$ cat config.mk
export PLATFORM = sky130hd
export DESIGN_NAME = uart_rx_core
export DESIGN_NICKNAME = d
export VERILOG_FILES = /design/src/rtl/uart_rx_core.sv
export SDC_FILE = /design/constraint.sdc
export NUM_CORES = 1
export LEC_CHECK = 0
export ABC_AREA = 1
export CELL_PAD_IN_SITES_DETAIL_PLACEMENT = 0
export CELL_PAD_IN_SITES_GLOBAL_PLACEMENT = 1
export CORE_MARGIN = 2
export CORE_UTILIZATION = 46
export DETAILED_ROUTE_END_ITERATION = 16
export HOLD_SLACK_MARGIN = 0.15
export PLACE_DENSITY_LB_ADDON = 0.1
export RECOVER_POWER = 100
export SLEW_MARGIN = 30
export SYNTH_ARGS = -nofsm -noshare
export SYNTH_HDL_FRONTEND = slang
export SYNTH_SLANG_ARGS = --single-unit
$ cat constraint.sdc
create_clock -name clk -period 3.7 [get_ports clk]
set_clock_uncertainty 0.15 [all_clocks]
set_input_delay 1.11 -clock clk [delete_from_list [all_inputs] [get_ports clk]]
set_output_delay 1.11 -clock clk [all_outputs]
set_load 0.02 [all_outputs]
$ cat src/rtl/uart_rx_core.sv
// uart_rx_core: 8N1-style UART receiver with mid-bit sampling,
// framing-error and BREAK reporting, one-cycle result strobes.
module uart_rx_core #(
  parameter int CLOCK_FREQ   = 25000000,
  parameter int BIT_RATE     = 115200,
  parameter int PAYLOAD_BITS = 8
) (
  input  logic                    clk,
  input  logic                    resetn,
  input  logic                    rx,
  input  logic                    rx_en,
  output logic [PAYLOAD_BITS-1:0] rx_data,
  output logic                    rx_valid,
  output logic                    rx_break,
  output logic                    frame_error,
  output logic                    busy
);

  localparam int C  = CLOCK_FREQ / BIT_RATE;
  localparam int H  = C / 2;
  localparam int CW = $clog2(C);
  localparam int BW = $clog2(PAYLOAD_BITS + 1);

  localparam logic [CW-1:0] C_LAST = CW'(C - 1);
  localparam logic [CW-1:0] H_LAST = CW'(H - 1);
  localparam logic [BW-1:0] B_LAST = BW'(PAYLOAD_BITS - 1);

  generate
    if (C < 4) begin : g_bad_rate
      $error("uart_rx_core: CLOCK_FREQ/BIT_RATE below 4");
    end
    if (PAYLOAD_BITS < 5 || PAYLOAD_BITS > 8) begin : g_bad_width
      $error("uart_rx_core: PAYLOAD_BITS outside 5..8");
    end
  endgenerate

  typedef enum logic [2:0] {
    IDLE,
    START,
    DATA,
    STOP,
    WAIT_HIGH
  } state_t;

  state_t state, state_d;

  logic [1:0]              sync_q;
  logic                    rs;
  logic [CW-1:0]           cnt, cnt_d;
  logic [BW-1:0]           bidx, bidx_d;
  logic [PAYLOAD_BITS-1:0] shift, shift_d;
  logic [PAYLOAD_BITS-1:0] data_d;
  logic                    valid_d, brk_d, ferr_d;

  assign rs   = sync_q[1];
  assign busy = (state != IDLE);

  // two-flop synchroniser for the asynchronous rx line, idles high
  always_ff @(posedge clk or negedge resetn) begin
    if (!resetn) sync_q <= 2'b11;
    else         sync_q <= {sync_q[0], rx};
  end

  // state register
  always_ff @(posedge clk or negedge resetn) begin
    if (!resetn) state <= IDLE;
    else         state <= state_d;
  end

  // next-state, counters, shifter and result strobes
  always_comb begin
    state_d = state;
    cnt_d   = cnt;
    bidx_d  = bidx;
    shift_d = shift;
    data_d  = rx_data;
    valid_d = 1'b0;
    brk_d   = 1'b0;
    ferr_d  = 1'b0;
    unique case (state)
      IDLE: begin
        if (!rs && rx_en) begin
          state_d = START;
          cnt_d   = '0;
        end
      end
      START: begin
        if (cnt == H_LAST) begin
          if (rs) begin
            state_d = IDLE;
          end else begin
            state_d = DATA;
            cnt_d   = '0;
            bidx_d  = '0;
          end
        end else begin
          cnt_d = cnt + CW'(1);
        end
      end
      DATA: begin
        if (cnt == C_LAST) begin
          cnt_d   = '0;
          shift_d = {rs, shift[PAYLOAD_BITS-1:1]};
          bidx_d  = bidx + BW'(1);
          if (bidx == B_LAST) state_d = STOP;
        end else begin
          cnt_d = cnt + CW'(1);
        end
      end
      STOP: begin
        if (cnt == C_LAST) begin
          if (rs) begin
            data_d  = shift;
            valid_d = 1'b1;
            state_d = IDLE;
          end else if (shift == '0) begin
            brk_d   = 1'b1;
            state_d = WAIT_HIGH;
          end else begin
            ferr_d  = 1'b1;
            state_d = WAIT_HIGH;
          end
        end else begin
          cnt_d = cnt + CW'(1);
        end
      end
      WAIT_HIGH: begin
        if (rs) state_d = IDLE;
      end
      default: state_d = IDLE;
    endcase
  end

  // datapath registers and registered output pulses
  always_ff @(posedge clk or negedge resetn) begin
    if (!resetn) begin
      cnt         <= '0;
      bidx        <= '0;
      shift       <= '1;
      rx_data     <= '0;
      rx_valid    <= 1'b0;
      rx_break    <= 1'b0;
      frame_error <= 1'b0;
    end else begin
      cnt         <= cnt_d;
      bidx        <= bidx_d;
      shift       <= shift_d;
      rx_data     <= data_d;
      rx_valid    <= valid_d;
      rx_break    <= brk_d;
      frame_error <= ferr_d;
    end
  end

endmodule

After elaboration in Yosys (flattened, before gate mapping). Index checks and enable logic that the tools add are counted.

Register bits after elaboration: 36. Input port bits: 4. Output and inout bits: 12. Word-level logic and storage cells: 69.

Add/sub/neg operators: 2. Equality and inequality tests: 16. Mux-type cells: 30. Reduce and logical (&&, ||, !) cells: 12.

Operators by type and width (count): $mux 8 (5); $pmux 8 s4 (1); $mux 3 (7); $ne 2x2->1 const B (8); $pmux 3 s5 (1); $mux 4 (3); $mux 1 (11); $add 8x1->8 const B (1); $eq 8x7->1 const B (1); $eq 8x8->1 const B (1); $logic_not 8->1 (1); $pmux 4 s2 (1); $reduce_and 4->1 (2); $eq 3x2->1 const B (2); $reduce_and 6->1 (1); $add 4x1->4 const B (1); $eq 4x3->1 const B (1); $reduce_bool 4->1 (1); $eq 3x1->1 const B (1); $eq 3x3->1 const B (1); $logic_not 3->1 (1); $ne 3x3->1 const B (1); $reduce_and 3->1 (1); $reduce_bool 3->1 (1); other kinds (5) (5).

Depth between registers and ports, before layout.
Depth after elaboration: 5. Mapped depth: 11. Depth with buffers taken out: 11.

Worst setup path before layout. Ideal clock, no wire load.

Path type: reg-to-output. Start: register state[0]. End: output busy. Arrival time: 0.753 ns. Data required time: 2.440 ns. Setup slack: 1.687 ns. Cell stages (with the launch flop): 3. Buffers on the path: 0. Cells stage by stage: dfrtp_1 -> nor2_1 -> nand2_1.

Cells in the longest elaborated chain, start to end: 1.

Ends and longest elaborated chain: start, declared (RTL line 45) `state_t state, state_d;`; start signal, assigned (RTL line 67) `else state <= state_d;`; $reduce_bool 3->1 (RTL line 56) `assign busy = (state != IDLE);`; end, declared (RTL line 16) `output logic busy`.

Every way passes these cells.

Final worst setup path.
Start: register state[1]. End: output busy.

Same word-level chain as after synthesis.

==> results.cfg <==
[run_status]
run_status = completed

[synthesis]
post_synthesis_cell_area_sq_um = 1980
yosys-top-cells-count = nand2_1 (69), nand3_1 (30), dfrtp_1 (26)
yosysMostFrequentCell = nand2_1
synth_sequential_area_ratio_pct = 46.2
most_used_flip_flop_cell_after_synthesis = dfrtp_1
synth_top_cells_by_area = dfrtp_1 (33%), dfstp_2 (13%), nand2_1 (13%)
yosys.cell_types.count = 26
synthCells = 243
most_area_hungry_cell_type_in_the_yosys_netlist = dfrtp_1
postSynthAreaPerCell_sq_um = 8.13
mappedNetlistNets = 250
synth-warning-count = 0
synth_edf_count = 0
synth.ff_latch_count = 36
post_synthesis_async_set_or_reset_flop_share_pct = 100
synth_top_cell_area_share_pct = 32.9

[run]
drv_cap = 0

[grt]
grt_antenna_before_repair = 0
global_route.usage.total_pct = 18.5
grt_first_pass_wirelength_mm = 7.04
first_global_vias = 1487
grt_remaining_overflow = 0
grt_start_max_net_pins = 37

[routing]
postRouteWirelength_mm = 4.04
drt_first_pass_iters = 4
drt-wirelength-per-cell_um = 12.8
num_vias = 1555
drt_drc_violations_left = 0
antenna_violating_nets_post_route = 0
detail_route.vias_per_cell = 4.94
drt_iter0_markers = 64

[clocking]
register_clock_pin_slew_on_the_reported_worst_setup_and_hold_paths_ns = 0.08
numCtsBuffers = 5
cts_tree = yes
cts_htree_levels = 2
post_cts.repair.setup_buffers = 0
clk_root_buffer_cell = clkbuf_8
worstSkewPairLatency_ns = 0.29
max-clock-path-buffers = 2
holdBufCountCts = 0
cts_num_sinks = 36
post_cts_resize_count = 0

[setup_path]
worstPathMaxFanout = 5
cp_data_required_time_ns = 2.44
critical_path.endpoint_type = primary output
max_stage_delay_ns = 0.65
critical-path-slowest-cell = dlygate4sd3_1
critical_path.startpoint_type = register
arrival_time_at_the_worst_endpoint_ns = 1.66
critical_path_start_end_classification = reg2out
timing.critical_path.cells = nor2_1 > nand2_1 > dlygate4sd3_1

[timing]
layout_worst_path_cycle_share_pct = 78.9
timing_hold_violations_final = 0
worst_slack_ns = 0.782
fmaxAchievable_mhz = 343
worst-slew-pin-transition_ns = 0.992
period_needed_ns = 2.92
final.hold.worst_slack_ns = 0.207
max-slew-margin-rel_pct = 33.6
unrepaired_setup_endpoints_after_global_routing = no
final-setup-viol-count = 0
drv_slew = 0
fin_setup_tns_ns = 0

[floorplan]
chip_height_um = 69.5
floorplan.core_area_sq_um = 4060
placement_rows = 23
io_pins = 16
floorplan.die_area_sq_um = 4840
start_util_pct = 48.7
fp.dieW_um = 69.5

[layout]
design.final.nets = 271
antennaDiodeCount = 0
finish.instance_area_sq_um = 2220
synthToLayoutAreaGrowth_pct = 12.5
drive_gt1_share_pct = 14.0
final.fill_count = 424

[power_and_ir_drop]
power.leakage_uw = 0.00107
cellPowerDensity_nw_per_um2 = 519
worst_ir_drop_vdd_mv = 0.299

[placed_design]
placedInstanceArea_sq_um = 2170
dp_slack_ns = 1.11
gp_congestion = 0.828
placement.io_buffers = 15
dp_hpwl_mm = 2.90

[worst_hold_path]
hp-class = reg2reg
## layout make-up
type,count,area (sq um),share of cell area [%]
Clock buffer,5,68.8,3.10
Clock inverter,3,46.3,2.08
Inverter,33,125,5.63
Multi-Input combinational cell,172,848,38.2
Sequential cell,36,913,41.1
Tap cell,50,62.6,2.82
Timing Repair Buffer,16,158,7.09
## per-layer routing
metal | vias up | GRT usage, % | share of wire (%)
li1 | 809 | - | -
met1 | 719 | 25.0 | 48
met2 | 21 | 29.0 | 46
met3 | 6 | 4.36 | 3.1
met4 | 0 | 7.19 | 1.9
met5 | - | 0 | 0
## critical path: cells and delay by family (launching register included)
| kind | cells | cell delay (ns) |
|---|---|---|
| flops | 1 | 0.43 |
| simple gates | 2 | 0.29 |
| buf+inv | 1 | 0.65 |
## flip-flops by register name, indices dropped and copies added, names as in the netlist
name         cells
state            3
sync_q           2
shift            8
frame_error      1
rx_break         1
rx_data          8
cnt              8
bidx             4
rx_valid         1
## power breakdown
group          total [uW]  switching [uW]  internal [uW]
Combinational         335             235            101
Clock                 358             155            203
Sequential            461            38.0            423
## logic make-up (layout without fill, tap and decap cells)
logic type,after synthesis,count (layout),synth area share [%]
mux,1,1,0.507
xor+xnor,4,4,1.77
simple gates,139,139,34.7
buf+inv,35,57,7.66
flops,36,36,46.2
fa+ha+maj,3,3,1.90
compound gates,25,25,7.22
## cells in the final DEF (no fill, tap or decap), drive strengths merged
cell         count
dlygate4sd3     15
nand3           32
inv             32
o21a             7
ha               3
dfrtp           26
dfstp           10
buf              1
clkbuf           5
clkinv           1
o21ai           14
mux2i            1
nand4            2
nand3b           2
nor2            23
clkinvlp         2
xor2             4
nand2           77
bufinv           1
nor3             3
a21oi            4
## final timing paths
path | start | to | slack, ns | cells past startpoint
max | state[1] | busy | 0.78 | 3
min | sync_q[0] | sync_q[1] | 0.21 | 0
max reg2reg | cnt[0] | rx_data[7] | 1.02 | 10
min reg2reg | sync_q[0] | sync_q[1] | 0.21 | 0
max in group asynchronous | resetn | sync_q[1] | 1.90 | 2
min in group asynchronous | resetn | rx_data[5] | 1.15 | 2
## through the flow
| stage | std cells | power, uW | util (%) |
|---|---|---|---|
| 2_1_floorplan | 243 | 726 | - |
| 3_3_place_gp | 307 | 823 | 53.6 |
| 3_5_place_dp | 307 | 825 | 53.6 |
| 4_1_cts | 315 | 1190 | 56.4 |
| 5_1_grt | 315 | 1240 | 54.8 |
| 6_report | 315 | 1150 | 54.8 |
Note: power is estimated with default switching activity, not from simulation.
==> variant: new RTL, same flow settings <==
Put a register stage on the output `busy`. The value now appears one clock later. The other outputs are not delayed to match.
--- a/src/rtl/uart_rx_core.sv
+++ b/src/rtl/uart_rx_core.sv
@@ -55,3 +55,5 @@
   assign rs   = sync_q[1];
-  assign busy = (state != IDLE);
+  always_ff @(posedge clk) begin
+    busy <= (state != IDLE);
+  end
 
Check against the original RTL: not equivalent (a bounded check fails within 4 cycles, from zero or initial values and one cycle with resetn low).
==> variant against the unedited design <==
- the run now ends with capacitance limit, slew limit left
- worst setup slack gained 0.19 ns
- sequential cell count grew 1
- clock power is 20% lower
- routed wire length down 2.7%
- final area down 0.84%
- area after synthesis rose by 1.0%
- cell count did not move
- total power shrank 5.3%
- largest cell class unchanged
- largest power group unchanged
==> variant: results (changes against the unedited design) <==
status - finished, violations left
failing checks - capacitance limit, slew limit
Final HPWL DP - 2810 um (-3.2%)
worst slew pin tran - 1.88 ns (+0.893 ns)
share of post-route cells with drive strength above 1 - 0.128 (-0.0113)
Vias - 1,559 (+0.26%)
Max Fclk - 366 MHz (+6.9%)
CP top delay family - simple AND/OR/NAND/NOR gates
pre-CTS WS - 1.13 ns (+0.0172 ns)
CP max stage delay - 0.80 ns (+0.15 ns)
Worst setup endpoint - rx_data[4]
vias in the first global route - 1,492 (+0.34%)
Overall Global Routing Usage - 0.173 (-0.0119)
placed cell area - 2180 um^2 (+0.35%)
final hold slack - 0.208 ns (+0.000807 ns)
post-DR vias/cell - 4.95 (+0.26%)
Mapped Cells - 244 (+0.41%)
final-report max-slew violation count - 37 (+37)
Filler cells - 407 (-4.0%)
peak supply drop - 0.217 mV (-27%)
CP arrival - 2.75 ns (+1.09 ns)
post-synth cell types - 27 (+3.8%)
P_leak - 1.06 nW (-0.81%)
MaxCap Viol Count - 1 (+1)
first-pass GRT wire length - 6780 um (-3.6%)
Crit-path slowest cell - nor2_1
Mapped Nets - 251 (+0.40%)
Worst Setup Path Type - flop to flop
variant: cells by family after synthesis:
group,share of synthesized area
flops,0.468
buf+inv,0.0759
mux,0.00502
fa+ha+maj,0.0188
xor+xnor,0.0176
simple gates,0.344
compound gates,0.0715
variant: area by class of cell:
type                    instances  area [um^2]  share of cell area
flip-flops and latches         37          933               0.424
inverters                      33          125              0.0568
well taps                      50         62.6              0.0284
clock buffers                   8         90.1              0.0409
multi-input cells             172          848               0.385
repair buffers                 15          144              0.0653
variant: where the power goes:
| part | leakage [nW] | internal [mW] | switching (mW) | total, mW |
|---|---|---|---|---|
| Combinational | 0.544 | 0.0973 | 0.230 | 0.328 |
| Sequential | 0.469 | 0.439 | 0.0372 | 0.477 |
| Clock | 0.0455 | 0.152 | 0.136 | 0.288 |
variant: routing by layer:
metal  vias to the layer above  routed length, um  GRT usage
met1                       724               1950      0.233
met4                         0                 36     0.0620
met3                         4                114     0.0303
met2                        20               1830      0.283
li1                        811                  -          -
met5                         -                  0          0
